==> config.mk <==
export PLATFORM = sky130hd
export DESIGN_NAME = disco_mem_arbiter
export DESIGN_NICKNAME = d
export VERILOG_FILES = /design/src/rtl/disco_mem_arbiter.sv
export SDC_FILE = /design/constraint.sdc
export NUM_CORES = 1
export LEC_CHECK = 0
export CAP_MARGIN = 10
export CORE_UTILIZATION = 43
export DETAILED_ROUTE_END_ITERATION = 10
export PLACE_DENSITY = 0.81
export SLEW_MARGIN = 30
export SYNTH_ARGS = -nofsm -noshare
export SYNTH_HDL_FRONTEND = slang
export SYNTH_SLANG_ARGS = --single-unit
==> constraint.sdc <==
create_clock -name clock -period 2 [get_ports clock]
set_input_delay 0.3 -clock clock [delete_from_list [all_inputs] [get_ports clock]]
set_output_delay 0.3 -clock clock [all_outputs]
set_load 0.02 [all_outputs]
==> src/rtl/disco_mem_arbiter.sv <==
// Arbitrates the single disco program/data memory between instruction fetch and
// load/store, sequencing a fixed-latency read pipeline behind a req/ack handshake.
module disco_mem_arbiter #(
    parameter int ADDR_W     = 10,
    parameter int MEM_LAT    = 1,
    parameter int STARVE_MAX = 4
) (
    input  logic              clock,
    input  logic              reset,
    input  logic              if_req,
    input  logic [ADDR_W-1:0] if_addr,
    output logic [15:0]       if_rdata,
    output logic              if_ack,
    input  logic              ls_req,
    input  logic              ls_we,
    input  logic [1:0]        ls_be,
    input  logic [ADDR_W-1:0] ls_addr,
    input  logic [15:0]       ls_wdata,
    output logic [15:0]       ls_rdata,
    output logic              ls_ack,
    output logic              mem_en,
    output logic              mem_we,
    output logic [1:0]        mem_be,
    output logic [ADDR_W-1:0] mem_addr,
    output logic [15:0]       mem_wdata,
    input  logic [15:0]       mem_rdata,
    output logic              busy,
    output logic              owner_ls
);

    localparam logic [2:0] STREAK_MAX = 3'(STARVE_MAX);
    localparam logic [2:0] LAT_LOAD   = 3'(MEM_LAT - 1);

    typedef enum logic [1:0] {IDLE, ISSUE, WAIT, RESP} state_t;

    state_t     state;
    logic [2:0] lat_cnt;
    logic [2:0] streak;
    logic       pick_ls;
    logic       pick_if;

    // LS wins unless IF has already been passed over STARVE_MAX times in a row.
    assign pick_ls = ls_req && !(if_req && (streak == STREAK_MAX));
    assign pick_if = if_req && !pick_ls;
    assign busy    = (state != IDLE);

    always_ff @(posedge clock) begin
        if (reset) begin
            state     <= IDLE;
            lat_cnt   <= '0;
            streak    <= '0;
            owner_ls  <= 1'b0;
            if_rdata  <= '0;
            if_ack    <= 1'b0;
            ls_rdata  <= '0;
            ls_ack    <= 1'b0;
            mem_en    <= 1'b0;
            mem_we    <= 1'b0;
            mem_be    <= '0;
            mem_addr  <= '0;
            mem_wdata <= '0;
        end else begin
            case (state)
                IDLE: begin
                    if (!if_req)
                        streak <= '0;
                    if (pick_ls) begin
                        owner_ls  <= 1'b1;
                        if (if_req && (streak != STREAK_MAX))
                            streak <= streak + 3'd1;
                        mem_we    <= ls_we;
                        mem_be    <= ls_we ? ls_be : 2'b11;
                        mem_addr  <= ls_addr;
                        mem_wdata <= ls_wdata;
                        // A store with no byte lanes touches nothing; acknowledge it directly.
                        if (ls_we && (ls_be == 2'b00)) begin
                            ls_ack <= 1'b1;
                            state  <= RESP;
                        end else begin
                            mem_en <= 1'b1;
                            state  <= ISSUE;
                        end
                    end else if (pick_if) begin
                        owner_ls <= 1'b0;
                        streak   <= '0;
                        mem_we   <= 1'b0;
                        mem_be   <= 2'b11;
                        mem_addr <= if_addr;
                        mem_en   <= 1'b1;
                        state    <= ISSUE;
                    end
                end
                ISSUE: begin
                    mem_en <= 1'b0;
                    if (mem_we) begin
                        ls_ack <= 1'b1;
                        state  <= RESP;
                    end else begin
                        lat_cnt <= LAT_LOAD;
                        state   <= WAIT;
                    end
                end
                WAIT: begin
                    if (lat_cnt == 3'd0) begin
                        if (owner_ls) begin
                            ls_rdata <= mem_rdata;
                            ls_ack   <= 1'b1;
                        end else begin
                            if_rdata <= mem_rdata;
                            if_ack   <= 1'b1;
                        end
                        state <= RESP;
                    end else begin
                        lat_cnt <= lat_cnt - 3'd1;
                    end
                end
                RESP: begin
                    // Requests are deliberately ignored here so a just-acked req is not re-granted.
                    if_ack <= 1'b0;
                    ls_ack <= 1'b0;
                    state  <= IDLE;
                end
                default: state <= IDLE;
            endcase
        end
    end

endmodule

==> results by group <==
Outcome
  • Status: complete, no violations

Logic synthesis
  • Post-synth ARST share: 0%
  • Post-Synthesis Cells: 369
  • Post-Synthesis Cell Area: between 2000 and 3000 sq um
  • Seq/Total Area, Yosys: 48.8%
  • Seq cells post-synth: 73
  • Syn_nets: around 440
  • Synth warn: 0
  • Post-synth EDFFs: 0
  • Synth Area per Inst: between 8 and 9 sq um
  • Post-synth cell types: between 40 and 50
  • Main flop type after synthesis: dfxtp_1

Clocking
  • Clock Pin Slew Worst Setup and Hold Paths: 70 ps
  • Clk sinks: 73
  • Max clock buf depth: 2
  • TritonCTS clock tree: done
  • H-tree depth: 3
  • Hold_buf cts: 0
  • Post-CTS Repair Setup Buffers: 0
  • Root buf cell: clkbuf_8
  • Clock Latency Late Sink: 340 ps
  • CTS buffer count: 9

Cells and area
  • Area Overhead vs Synth: 51.7%
  • Layout Utilization: 67.2%
  • Commonest non-fill, non-tap cell in the layout: clkdlybuf4s50_1
  • Ratio of cells with drive above 1 in the final layout: under 10%
  • Nets@finish: 557
  • Antenna diodes: 0
  • Most frequent cells in the layout: clkdlybuf4s50_1, nand2_1, dfxtp_1

Timing
  • Max_slew headroom: approximately three fifths
  • F_max: 552 MHz
  • RSZ-0062 raised after global routing: false
  • Fin crit share: 90.6%
  • Fin. Hold Viols: 0
  • Setup Skew: 8.67 ps
  • Worst-Margin Slew: roughly 620 ps
  • Final Max Slew Viols: 0
  • Worst hold slack: 432 ps
  • Setup-failing EPs final: 0
  • TNS Setup: 0 ps
  • Tmin final: 1810 ps

Floorplan
  • Die Y: between 80 and 90 um
  • I/O pins: 125
  • Core Footprint: 6760 sq um
  • Die area: between 7000 and 8000 sq um
  • # rows: 30
  • Die width: 85.4 um
  • Initial Util: 44.3%

Worst setup path
  • Arr. time, crit path: between 1500 and 2000 ps
  • Reg2reg start: state[0]
  • CP Cell Sequence: inv_1 -> ha_1 -> inv_2 -> dlygate4sd2_1
  • Slowest stage delay, CP: 380 ps
  • Path depth of the worst reg2reg path: 8
  • Crit Path Max Fanout: 5
  • WS Path Type: reg2out
  • Crit. Startpoint: state[0]
  • Crit path required time: 1700 ps
  • Slowest-stage cell, CP: dfxtp_1
  • Crit path to: busy
  • R2r endpoint: mem_be[0]
  • Startpoint Class: flip-flop
  • WP buf/inv: 3
  • Cell family with most CP delay: buffers and inverters
  • R2r setup slk: 230 ps
  • Worst path depth: 4
  • Setup crit end kind: output pin

Place
  • PortBufs: 124
  • DP HPWL: 5.65 mm
  • GPL Wtd Cong: 0.799

Detailed routing
  • Wire per inst: 13.6 um
  • Vias per inst: 5.20
  • Pre-antenna DRT Iters: 5
  • Detailed-route via count: 2,981
  • DRT Wirelength: 7.80 mm
  • Post-route DRC violation count: 0
  • Routed Antenna Nets: 0
  • Iter 0 DRT Violations: 112

GRT
  • Global Route Usage Sum: 21.8%
  • Gr ovfl total: 0
  • Pin count of the biggest net entering global routing: 38
  • Initial antenna violation count: 0
  • First-pass GRT wire length: ~13 mm
  • Vias in the first global route: 2,812

Power
  • Int Power: 3.57 mW
  • Power Density: 1200 nW/um^2
  • Logic gate share of total power: 40.0%
  • Leakage power: approximately 1.7 nW
  • Pwr Total: 5.46 mW
  • VDD IR max: 0.738 mV
  • Net Sw Power: approximately 1.9 mW
  • Clk network pwr share: 25.3%
  • Sw Ratio: a little over a third
  • Seq pwr share: 34.7%

Hold path
  • Hold Crit Class: in2reg
  • Worst hold stages: 2

Flow run
  • Number of max-cap violations: 0
[power by group through the flow]
stage                     Clock [mW]  Combinational, mW  Sequential (mW)
after floorplan                    0               1.00             2.20
final                           1.38               2.18             1.90
after CTS                       1.41               2.20             1.90
after global routing            1.48               2.36             1.94
after global placement             0               2.14             1.92
after detailed placement           0               2.19             1.92
[worst min-delay path by stage]
stage	from	endpoint	slack, ps
floorplan	ls_we	mem_be[1]	420
global placement	if_rdata[12]	if_rdata[12]	440
detailed placement	lat_cnt[1]	lat_cnt[1]	450
CTS	reset	streak[2]	410
global route	reset	streak[2]	430
finish	reset	streak[2]	430
[layer usage]
layer	part of all wire, %	track usage (%)
met4	1.0	6.97
met3	8.6	7.59
met5	0	0
met2	47	37.1
met1	43	25.7
[cell families after synthesis]
| family | Yosys count | share of synthesized area, % |
|---|---|---|
| DFF | 73 | 48.8 |
| adders and majority gates | 9 | 3.76 |
| AOI/OAI and AO/OA | 88 | 18.1 |
| xor gates and xnor gates | 1 | 0.293 |
| buffers and inverters | 34 | 5.39 |
| muxes | 1 | 0.334 |
| and+or+nand+nor | 163 | 23.3 |
[metrics by stage]
| stage | area, sq um | std cells | setup WS (ps) |
|---|---|---|---|
| 2_1_floorplan | 2990 | 369 | 390 |
| 3_3_place_gp | 4300 | 558 | 235 |
| 3_5_place_dp | 4300 | 558 | 141 |
| 4_1_cts | 4540 | 573 | 169 |
| 5_1_grt | 4540 | 573 | 37.2 |
| 6_report | 4540 | 573 | 189 |
[cells in the mapped netlist (2+ instances only)]
cell type  instances  share of area, %
dfxtp_1           73                49
or3_1              2              0.42
buf_6              2              0.75
buf_2             12               2.0
nand3_1           21               3.5
clkbuf_1           9               1.1
nor2_1            17               2.1
nand3b_1           2              0.50
inv_1              8               1.0
and3_1             2              0.42
nand2_1          108                14
a311oi_1          11               3.2
ha_1               9               3.8
a211oi_1           3              0.75
o21ai_0            3              0.50
a21oi_1           58               9.7
[area by class of cell]
| cell class | instances | area, sq um |
|---|---|---|
| Multi-Input combinational cell | 262 | 1370 |
| Tap cell | 80 | 100 |
| Clock inverter | 5 | 104 |
| Fill cell | 562 | 2210 |
| Sequential cell | 73 | 1460 |
| Inverter | 9 | 33.8 |
| Clock buffer | 10 | 138 |
| Timing Repair Buffer | 134 | 1340 |
[worst register-to-register path: stages (launching register included)]
cell and delay [ps]:
dfxtp_1 340, inv_1 150, ha_1 210, buf_4 270, o21a_1 220, buf_12 170, nand3b_1 100, o22ai_1 140
nor2_1 60
[what timing repair did]
item,CTS,global route
hold endpoints to repair,0,0
resized for setup,1,0
endpoints found under the setup margin,1,0
[registers in the layout (all words and copies together) (netlist names)]
| register | count |
|---|---|
| if_ack | 1 |
| mem_wdata | 16 |
| state | 2 |
| mem_addr | 10 |
| ls_ack | 1 |
| streak | 3 |
| lat_cnt | 3 |
| ls_rdata | 16 |
| mem_we | 1 |
| mem_be | 2 |
| owner_ls | 1 |
| if_rdata | 16 |
| mem_en | 1 |
Note: power is estimated with default switching activity, not from simulation.
